`config.mk`:
```
export PLATFORM = sky130hd
export DESIGN_NAME = m68k_bus_cycle_seq
export DESIGN_NICKNAME = d
export VERILOG_FILES = /design/src/rtl/m68k_bus_pkg.sv /design/src/rtl/m68k_bus_cycle_seq_edge.sv /design/src/rtl/m68k_bus_cycle_seq.sv
export SDC_FILE = /design/constraint.sdc
export NUM_CORES = 1
export LEC_CHECK = 0
export ABC_AREA = 1
export CORE_MARGIN = 1.5
export CORE_UTILIZATION = 35
export DETAILED_ROUTE_END_ITERATION = 16
export MAX_ROUTING_LAYER = met4
export PLACE_DENSITY = 0.58
export SETUP_SLACK_MARGIN = 0.2
export SLEW_MARGIN = 40
export SYNTH_ARGS = -nofsm -noshare
export SYNTH_HDL_FRONTEND = slang
export SYNTH_SLANG_ARGS = --single-unit
```
`constraint.sdc`:
```
create_clock -name CLK -period 1.67 [get_ports CLK]
set_input_delay 0.2505 -clock CLK [delete_from_list [all_inputs] [get_ports CLK]]
set_output_delay 0.2505 -clock CLK [all_outputs]
set_load 0.05 [all_outputs]
```
`src/rtl/m68k_bus_pkg.sv`:
```
// -----------------------------------------------------------------------------
// m68k_bus_pkg
// Shared definitions for the 68000-style bus cycle sequencer:
//   - bus_state_e   : sequencer states (IDLE, ARM, S0..S4, SW, S5..S7)
//   - bus_ctl_t     : bundle of the registered bus control outputs
//   - BUS_CTL_IDLE  : strobe/control levels when no cycle is running
//   - TIMEOUT_DEFAULT, SYNC_STAGES_DEFAULT : parameter defaults
// -----------------------------------------------------------------------------
package m68k_bus_pkg;

  typedef enum logic [3:0] {
    IDLE,
    ARM,
    S0,
    S1,
    S2,
    S3,
    S4,
    SW,
    S5,
    S6,
    S7
  } bus_state_e;

  typedef struct packed {
    logic as_n;
    logic uds_n;
    logic lds_n;
    logic rnw;
    logic data_oe;
  } bus_ctl_t;

  // All strobes deasserted, bus in read direction, data bus not driven.
  localparam bus_ctl_t BUS_CTL_IDLE = '{
    as_n:    1'b1,
    uds_n:   1'b1,
    lds_n:   1'b1,
    rnw:     1'b1,
    data_oe: 1'b0
  };

  localparam int TIMEOUT_DEFAULT     = 255;
  localparam int SYNC_STAGES_DEFAULT = 2;

endpackage

```
`src/rtl/m68k_bus_cycle_seq_edge.sv`:
```
// -----------------------------------------------------------------------------
// c7m_edge_detect
// Multi-flop synchroniser for one asynchronous input, followed by one history
// register so rising/falling edges of the synchronised level can be flagged.
// Ports:
//   CLK           in  high-speed clock
//   clocked_reset in  asynchronous, active-high reset
//   din           in  raw asynchronous input
//   dout          out synchronised level (SYNC_STAGES flops deep)
//   rise          out synchronised level went 0 -> 1 this cycle (combinational)
//   fall          out synchronised level went 1 -> 0 this cycle (combinational)
// A consumer that registers its reaction to rise/fall sees a fixed latency of
// SYNC_STAGES+1 CLK from the raw edge. SYNC_STAGES must be at least 2.
// -----------------------------------------------------------------------------
module c7m_edge_detect
  import m68k_bus_pkg::*;
#(
  parameter int   SYNC_STAGES = SYNC_STAGES_DEFAULT,
  parameter logic RST_VAL     = 1'b0
) (
  input  logic CLK,
  input  logic clocked_reset,
  input  logic din,
  output logic dout,
  output logic rise,
  output logic fall
);

  logic [SYNC_STAGES-1:0] sync_q, sync_d;
  logic                   prev_q, prev_d;

  always_comb begin
    sync_d = {sync_q[SYNC_STAGES-2:0], din};
    prev_d = sync_q[SYNC_STAGES-1];
  end

  // NOTE: every flop, synchroniser stages included, gets an explicit reset
  // value so the edge history starts from a known level after reset.
  always_ff @(posedge CLK or posedge clocked_reset) begin
    if (clocked_reset) begin
      sync_q <= {SYNC_STAGES{RST_VAL}};
      prev_q <= RST_VAL;
    end else begin
      // NOTE: non-blocking assignments keep each stage sampling the value the
      // previous stage held before this edge, which is what makes a chain.
      sync_q <= sync_d;
      prev_q <= prev_d;
    end
  end

  assign dout = sync_q[SYNC_STAGES-1];
  assign rise =  dout & ~prev_q;
  assign fall = ~dout &  prev_q;

endmodule

```
`src/rtl/m68k_bus_cycle_seq.sv`:
```
// -----------------------------------------------------------------------------
// m68k_bus_cycle_seq
// Runs one 68000-style asynchronous bus cycle (read/write, byte/word) in the
// CLK domain, stepping S0..S7 on synchronised edges of the CPU clock c7m.
// Ports:
//   CLK, clocked_reset         high-speed clock, async active-high reset
//   c7m                        raw CPU clock (asynchronous)
//   req_valid/req_ready        request handshake (ready only in IDLE)
//   req_rnw, req_uds, req_lds  request attributes captured at handshake
//   dtack_n, berr_n            raw bus acknowledge / bus error (async, low)
//   as_n, uds_n, lds_n, rnw    registered bus strobes
//   data_oe                    drive the data bus (writes only)
//   rdata_latch                one-CLK pulse: capture read data
//   rsp_valid, rsp_err         one-CLK completion pulse and its error flag
// All bus outputs are registered, so every change lands SYNC_STAGES+1 CLK
// after the c7m edge that caused it.
// -----------------------------------------------------------------------------
module m68k_bus_cycle_seq
  import m68k_bus_pkg::*;
#(
  parameter int SYNC_STAGES = SYNC_STAGES_DEFAULT,
  parameter int TIMEOUT     = TIMEOUT_DEFAULT
) (
  input  logic CLK,
  input  logic clocked_reset,
  input  logic c7m,
  input  logic req_valid,
  output logic req_ready,
  input  logic req_rnw,
  input  logic req_uds,
  input  logic req_lds,
  input  logic dtack_n,
  input  logic berr_n,
  output logic as_n,
  output logic uds_n,
  output logic lds_n,
  output logic rnw,
  output logic data_oe,
  output logic rdata_latch,
  output logic rsp_valid,
  output logic rsp_err
);

  localparam int CNT_W = $clog2(TIMEOUT + 1);

  // ---------------------------------------------------------------------------
  // Synchronisers. dtack_n/berr_n use the same depth as c7m so that their
  // sampled level lines up with the c7m falling edge on which they are judged.
  // ---------------------------------------------------------------------------
  logic c7m_sync_unused, c7m_rise, c7m_fall;
  logic dtack_n_s, dtack_rise_unused, dtack_fall_unused;
  logic berr_n_s, berr_rise_unused, berr_fall_unused;

  c7m_edge_detect #(
    .SYNC_STAGES(SYNC_STAGES),
    .RST_VAL    (1'b0)
  ) u_c7m_edge (
    .CLK          (CLK),
    .clocked_reset(clocked_reset),
    .din          (c7m),
    .dout         (c7m_sync_unused),
    .rise         (c7m_rise),
    .fall         (c7m_fall)
  );

  // Active-low inputs are parked at their deasserted level during reset.
  c7m_edge_detect #(
    .SYNC_STAGES(SYNC_STAGES),
    .RST_VAL    (1'b1)
  ) u_dtack_sync (
    .CLK          (CLK),
    .clocked_reset(clocked_reset),
    .din          (dtack_n),
    .dout         (dtack_n_s),
    .rise         (dtack_rise_unused),
    .fall         (dtack_fall_unused)
  );

  c7m_edge_detect #(
    .SYNC_STAGES(SYNC_STAGES),
    .RST_VAL    (1'b1)
  ) u_berr_sync (
    .CLK          (CLK),
    .clocked_reset(clocked_reset),
    .din          (berr_n),
    .dout         (berr_n_s),
    .rise         (berr_rise_unused),
    .fall         (berr_fall_unused)
  );

  // ---------------------------------------------------------------------------
  // Sequencer state
  // ---------------------------------------------------------------------------
  bus_state_e       state_q, state_d;
  bus_ctl_t         ctl_q, ctl_d;
  logic             rnw_cap_q, rnw_cap_d;
  logic             uds_cap_q, uds_cap_d;
  logic             lds_cap_q, lds_cap_d;
  logic             err_q, err_d;
  logic [CNT_W-1:0] cnt_q, cnt_d;
  logic [CNT_W-1:0] cnt_inc;
  logic             rdata_latch_q, rdata_latch_d;
  logic             rsp_valid_q, rsp_valid_d;
  logic             rsp_err_q, rsp_err_d;

  // NOTE: every signal written here gets a default first, so no path through
  // the case statement can leave one unassigned and infer a latch.
  always_comb begin
    state_d       = state_q;
    ctl_d         = ctl_q;
    rnw_cap_d     = rnw_cap_q;
    uds_cap_d     = uds_cap_q;
    lds_cap_d     = lds_cap_q;
    err_d         = err_q;
    cnt_d         = cnt_q;
    cnt_inc       = cnt_q + CNT_W'(1);
    rdata_latch_d = 1'b0;
    rsp_valid_d   = 1'b0;
    rsp_err_d     = 1'b0;

    unique case (state_q)
      IDLE: begin
        if (req_valid) begin
          rnw_cap_d = req_rnw;
          uds_cap_d = req_uds;
          lds_cap_d = req_lds;
          err_d     = 1'b0;
          cnt_d     = '0;
          state_d   = ARM;
        end
      end

      ARM: begin
        // An empty byte mask never touches the bus: report it immediately.
        if (!uds_cap_q && !lds_cap_q) begin
          rsp_valid_d = 1'b1;
          rsp_err_d   = 1'b1;
          state_d     = IDLE;
        end else if (c7m_rise) begin
          ctl_d.rnw = rnw_cap_q;
          state_d   = S0;
        end
      end

      S0: if (c7m_fall) state_d = S1;

      S1: begin
        if (c7m_rise) begin
          ctl_d.as_n = 1'b0;
          if (rnw_cap_q) begin
            ctl_d.uds_n = ~uds_cap_q;
            ctl_d.lds_n = ~lds_cap_q;
          end
          state_d = S2;
        end
      end

      S2: begin
        if (c7m_fall) begin
          if (!rnw_cap_q) ctl_d.data_oe = 1'b1;
          state_d = S3;
        end
      end

      S3: begin
        // Write data strobes wait until the data bus has been driven.
        if (c7m_rise) begin
          if (!rnw_cap_q) begin
            ctl_d.uds_n = ~uds_cap_q;
            ctl_d.lds_n = ~lds_cap_q;
          end
          state_d = S4;
        end
      end

      S4: begin
        // berr wins when both are seen on the same sample.
        if (c7m_fall) begin
          if (!berr_n_s) begin
            err_d   = 1'b1;
            state_d = S5;
          end else if (!dtack_n_s) begin
            state_d = S5;
          end else begin
            state_d = SW;
          end
        end
      end

      SW: begin
        if (c7m_fall) begin
          if (!berr_n_s) begin
            err_d   = 1'b1;
            state_d = S5;
          end else if (!dtack_n_s) begin
            state_d = S5;
          end else begin
            cnt_d = cnt_inc;
            if (cnt_inc == CNT_W'(TIMEOUT)) begin
              err_d   = 1'b1;
              state_d = S5;
            end
          end
        end
      end

      S5: if (c7m_rise) state_d = S6;

      S6: begin
        if (c7m_fall) begin
          rdata_latch_d = rnw_cap_q & ~err_q;
          state_d       = S7;
        end
      end

      S7: begin
        if (c7m_rise) begin
          ctl_d       = BUS_CTL_IDLE;
          rsp_valid_d = 1'b1;
          rsp_err_d   = err_q;
          cnt_d       = '0;
          err_d       = 1'b0;
          state_d     = IDLE;
        end
      end

      default: state_d = IDLE;
    endcase
  end

  always_ff @(posedge CLK or posedge clocked_reset) begin
    if (clocked_reset) begin
      state_q       <= IDLE;
      ctl_q         <= BUS_CTL_IDLE;
      rnw_cap_q     <= 1'b1;
      uds_cap_q     <= 1'b0;
      lds_cap_q     <= 1'b0;
      err_q         <= 1'b0;
      cnt_q         <= '0;
      rdata_latch_q <= 1'b0;
      rsp_valid_q   <= 1'b0;
      rsp_err_q     <= 1'b0;
    end else begin
      state_q       <= state_d;
      ctl_q         <= ctl_d;
      rnw_cap_q     <= rnw_cap_d;
      uds_cap_q     <= uds_cap_d;
      lds_cap_q     <= lds_cap_d;
      err_q         <= err_d;
      cnt_q         <= cnt_d;
      rdata_latch_q <= rdata_latch_d;
      rsp_valid_q   <= rsp_valid_d;
      rsp_err_q     <= rsp_err_d;
    end
  end

  assign req_ready   = (state_q == IDLE);
  assign as_n        = ctl_q.as_n;
  assign uds_n       = ctl_q.uds_n;
  assign lds_n       = ctl_q.lds_n;
  assign rnw         = ctl_q.rnw;
  assign data_oe     = ctl_q.data_oe;
  assign rdata_latch = rdata_latch_q;
  assign rsp_valid   = rsp_valid_q;
  assign rsp_err     = rsp_err_q;

endmodule

```
Yosys cells after proc, flatten, opt, wreduce, memory -nomap -nowiden

Index checks and enable logic that the tools add are counted.

Register bits: 31
Input port bits: 9
Output and inout bits: 9
Logic and storage cells: 131

Add/sub/neg operators: 1
Equal/unequal tests: 33
Muxes and demuxes: 53
Bitwise gates (word level): 8
Reduce and logical (&&, ||, !) cells: 18

Operators by type and width:

| cell                | number |
|---|---|
| $mux 4              | 17 |
| $pmux 4 s11         | 1 |
| $mux 8              | 5 |
| $ne 2x2->1 const B  | 16 |
| $pmux 8 s3          | 1 |
| $mux 1              | 17 |
| $eq 4x3->1 const B  | 4 |
| $eq 4x4->1 const B  | 3 |
| $reduce_and 12->1   | 1 |
| $reduce_and 6->1    | 2 |
| $pmux 1 s2          | 5 |
| $ne 3x3->1 const B  | 3 |
| $add 8x1->8 const B | 1 |
| $eq 4x2->1 const B  | 2 |
| $eq 8x8->1 const B  | 1 |
| $reduce_and 4->1    | 2 |
| $reduce_and 8->1    | 1 |
| $mux 2              | 3 |
| $pmux 2 s3          | 1 |
| $reduce_bool 2->1   | 3 |
| $reduce_bool 3->1   | 2 |
| $mux 5              | 1 |
| $not 1->1           | 5 |
| $eq 4x1->1 const B  | 1 |
| 11 further kinds    | 15 |

Logic depth before layout (Yosys ltp)

Gate-level depths: netlist (run 1).

Depth in word-level cells: 7
Mapped depth: 12
Gate-level depth less buffers: 12

Modules after synthesis

From an unflattened synthesis (run 1), not the netlist that was laid out.

Cells, all modules: 223
Area total of the unflattened synthesis: 1,780.5 µm²

Modules (own cells, without submodules):

| module                            | times used | cells each | area each (µm²) | sequential area each (µm²) |
|---|---|---|---|---|
| m68k_bus_cycle_seq                | 1          | 199        | 1,491.4         | 606.8 |
| c7m_edge_detect (u_berr_sync ...) | 2          | 8          | 97.6            | 78.8 |
| c7m_edge_detect (u_c7m_edge)      | 1          | 8          | 93.8            | 75.1 |

Worst setup path before layout (run 1)

OpenSTA, ideal clock, no wires.

Path type: register to register
Start: register state_q[1]
End: register err_q
Library setup time: 116 ps
Arrival: 1,472 ps
Path slack: 81 ps
Stages on the path, launching flop included: 9
Buffers on the path: 0
Cells stage by stage: dfrtp_1 -> nor2_1 -> nand2_1 -> inv_2 -> nor2_1 -> a211oi_2 -> nand2_1 -> nand2_1 -> nand2_1

Longest elaborated chain between the ends: 3
Elaborated cells on any way between the ends: 14
Those cells by class: eq/ne (10); mux (1); reduce/logical (3)

Ends and longest elaborated chain:

| what                                                             | line                      | text |
|---|---|---|
| start, declared                                                  | m68k_bus_cycle_seq.sv:94  | `bus_state_e state_q, state_d;` |
| start signal, assigned                                           | m68k_bus_cycle_seq.sv:244 | `state_q <= state_d;` |
| $logic_not 4->1 (*)                                              | n/a                       |  |
| named net req_ready                                              | m68k_bus_cycle_seq.sv:28  | `output logic req_ready,` |
| $reduce_bool 4->1 (no line) / $ne 2x2->1 (equally long branches) | n/a                       |  |
| $reduce_and 8->1 (no line)                                       | n/a                       |  |
| end signal, assigned                                             | m68k_bus_cycle_seq.sv:249 | `err_q <= err_d;` |
| end, declared                                                    | m68k_bus_cycle_seq.sv:99  | `logic err_q, err_d;` |

The timed path passes the listed nets; every way through them passes the cells marked *.
A chain may end at the register's enable or synchronous reset.

Final worst setup path (run 1)

Start: register state_q[2]
End: output req_ready

Longest elaborated chain between the ends: 1

Ends and longest elaborated chain:

| what            | line                      | text |
|---|---|---|
| $logic_not 4->1 | m68k_bus_cycle_seq.sv:257 | `assign req_ready = (state_q == IDLE);` |
| end, declared   | m68k_bus_cycle_seq.sv:28  |  |

Every way passes these cells.

==> metrics, run 1 <==
DRC errors left=0; Async S/R FF share, synth=1.00; clock root buffer=clkbuf_8; Buffers on Ports=17; DR WL met3=174 µm; worst slew pin tran=0.384 ns; cts bufs inserted=5; Synth warnings=0; simple-gate share of the synthesized area=0.304; crit path max-delay cell type=dfrtp_1; routed wire length per instance=12.4 µm; Mapped Cells=201; die height=71.4 µm; CP arrival=1.31 ns; Critical Path End Type=primary output; Tot Pwr=3.75 mW; Main synth FF type=dfrtp_1; Pleak=1.06 nW; met1 wire length=1.84 mm; Hold/Removal Path Class=in2async; syn_area_per_cell=8.15 µm²; slowest stage delay, CP=0.41 ns; number of H-tree levels=2; Peak VDD IR=0.789 mV; fill count=405; FP Rows=24; fmax=0.641 GHz; largest family of logic cells by synthesized area=simple AND/OR/NAND/NOR gates; total number of vias=1,470; Yosys reg bits=31; DP Wirelength=2.53 mm; Synth Area in Compound Gates=0.121; n_diodes=0; Crit Path Category=reg2out; starting density of the core=0.371; Post-Synth XOR/XNOR Area=0.00535; Finished Core Util=0.526; Final #Nets=259; mux contribution to synthesized area=0; # IOs=18; Die W=71.4 µm; PD cells=1610 nW/µm²; DRT Wirelength=3.72 mm; CP Cell Sequence=buf_6 -> nor2_4 -> nand2_4 -> inv_4 -> buf_12; reg2reg start=state_q[2]$_DFFE_PP0P_; EDFF count, synth=0; Reg2Reg Setup Slack=0.14 ns; Max Slew Vio Count=0; gr ovfl total=0; Clk Latency, worst-skew pair=0.28 ns; first-iteration detailed-routing DRC count=63; critical path required time=1.42 ns; multi-input logic area=865 µm²; Final Setup Violations=0; GPL Wtd Cong=0.877; Seq. cell area=797 µm²; Hold WS=0.344 ns; reg2reg path depth=10; DR vias/cell=4.90; post-synth cell types=28; full die area=5100 µm²; drt first pass iters=4; reg-to-reg endpoint=state_q[1]$_DFFE_PP0P_; Tcrit/Tclk final=0.934; WL met2=1.66 mm; top sig layer=met4; largest net degree at the start of global routing=32; Synth Cell Area=1640 µm²; delay-heaviest family, CP=flip-flops; vias in the first global route=1,332; clk sinks=31; crit path time final=1.56 ns; worst path bufs/invs=3; syn_nets=212; Seq/Total Area, Yosys=0.481; synthesis-to-layout area growth=41.8%; critical path startpoint category=flop; final setup TNS=0 ns; first-pass GRT wire length=5.92 mm; final clock skew=0.00976 ns; outcome=finished, final reports clean; Max Root-Sink Buffers=2; max cap viols=0; initial antenna violation count=0; RSZ-0062 raised after global routing=yes; post-synthesis adder-cell area fraction=0.0153; share of layout cells above drive strength 1=0.440; ANT nets after route=0; gr usage total=0.154; Rel. slew slack=0.744; Worst-path clk slew=0.07 ns; core area=4410 µm²; crit path max fanout=4; number of failing hold endpoints at the final stage=0; CTS tree=yes
-- cells by family after synthesis --
group / after synthesis
buffers and inverters: 32
AO/OA/AOI/OAI: 30
XOR/XNOR: 1
flip-flops: 31
adder cells (fa/ha/maj): 2
AND/OR/NAND/NOR: 105
-- synth_stat cells, types with 2 or more instances --
| library cell | count | area, µm² |
|---|---|---|
| nor2_4 | 4 | 45.0 |
| o22ai_1 | 7 | 43.8 |
| dfstp_2 | 9 | 236 |
| dfrtp_1 | 22 | 551 |
| inv_1 | 27 | 101 |
| o21ai_0 | 8 | 40.0 |
| nand2_1 | 50 | 188 |
| a21oi_1 | 4 | 20.0 |
| nand4_1 | 2 | 12.5 |
| nand2_2 | 6 | 37.5 |
| nand3_1 | 18 | 90.1 |
| inv_2 | 5 | 18.8 |
| o21ai_2 | 2 | 17.5 |
| nor2_2 | 3 | 18.8 |
| ha_1 | 2 | 25.0 |
| nor2_1 | 19 | 71.3 |
| o21ai_1 | 2 | 10.0 |
-- layer usage --
metal / track usage / up-vias
li1: - / 748
met1: 0.204 / 683
met2: 0.225 / 35
met3: 0.0394 / 4
met4: 0.0608 / 0
met5: - / -
-- registers in the layout, summed over array words and instances (netlist names) --
| name | cells |
|---|---|
| as_n | 1 |
| cnt_q | 8 |
| data_oe | 1 |
| err_q | 1 |
| lds_cap_q | 1 |
| lds_n | 1 |
| rdata_latch | 1 |
| rnw | 1 |
| rnw_cap_q | 1 |
| rsp_err | 1 |
| rsp_valid | 1 |
| state_q | 4 |
| u_berr_sync.sync_q | 2 |
| u_c7m_edge.prev_q | 1 |
| u_c7m_edge.sync_q | 2 |
| u_dtack_sync.sync_q | 2 |
| uds_cap_q | 1 |
| uds_n | 1 |
-- cells in the final DEF (no fill, tap or decap), drive strengths merged --
master	Yosys	routed
a211oi	1	1
a21oi	5	6
a31oi	1	1
buf	0	31
clkbuf	0	6
clkdlybuf4s50	0	8
clkinv	0	1
dfrtp	22	22
dfstp	9	9
ha	2	2
inv	32	32
nand2	57	57
nand3	19	19
nand4	2	2
nor2	26	26
nor4	1	1
o2111ai	1	1
o211ai	1	1
o21ai	12	12
o22ai	7	7
o311ai	1	1
o31ai	1	1
xor2	1	1
-- how the worst max path moves through the flow --
stage	startpoint	end	slack [ns]	cells after the start
after floorplan	state_q[3]$_DFFE_PP0P_	err_q$_DFFE_PP0P_	0.19	8
after CTS	cnt_q[1]$_DFFE_PP0P_	state_q[1]$_DFFE_PP0P_	0.12	11
after global routing	cnt_q[4]$_DFFE_PP0P_	state_q[2]$_DFFE_PP0P_	0.01	11
after global placement	cnt_q[1]$_DFFE_PP0P_	state_q[0]$_DFFE_PP0P_	0.06	10
final	state_q[2]$_DFFE_PP0P_	req_ready	0.11	5
after detailed placement	cnt_q[1]$_DFFE_PP0P_	state_q[0]$_DFFE_PP0P_	0.05	10
-- what timing repair did --
| action | CTS | global route |
|---|---|---|
| cloned | 1 | 0 |
| hold buffers | 0 | 0 |
| resized for setup | 17 | 32 |
| endpoints found under the setup margin | 17 | 17 |
| setup buffers | 9 | 9 |
| pin swaps | 7 | 12 |
-- cell type report --
type                            count  area share
Sequential cell                    31       0.343
Clock buffer                        6      0.0356
Multi-Input combinational cell    139       0.372
Timing Repair Buffer               39       0.165
Clock inverter                      1     0.00216
Tap cell                           52      0.0280
Inverter                           32      0.0539
-- power breakdown --
part           switching (mW)  internal [mW]  total, mW
clock                   0.272          0.323      0.595
sequential              0.181          0.960       1.14
combinational            1.18          0.834       2.01
total                    1.63           2.12       3.75
-- per-stage QoR --
step                      std cells  instance area [µm²]  setup slack (ns)
after floorplan                 201                 1650             0.190
after global placement          274                 1950            0.0567
after detailed placement        274                 1950            0.0513
after CTS                       291                 2160             0.120
after global routing            300                 2320            0.0121
final                           300                 2320             0.111
-- tightest hold or removal path, delay by kind of cell --
kind / cells / cell delay [ns]
buffers and inverters: 3 / 0.79
(Power assumes the default switching activity.)
==> run 2: changes to the inputs <==
--- a/config.mk
+++ b/config.mk
@@ -9,6 +9,7 @@
 export CORE_MARGIN = 1.5
 export CORE_UTILIZATION = 35
 export DETAILED_ROUTE_END_ITERATION = 16
+export HOLD_SLACK_MARGIN = 0.08
 export MAX_ROUTING_LAYER = met4
 export PLACE_DENSITY = 0.58
 export SETUP_SLACK_MARGIN = 0.2
==> results of run 2 <==
Final layout, timing and power as in run 1 (identical DEF).
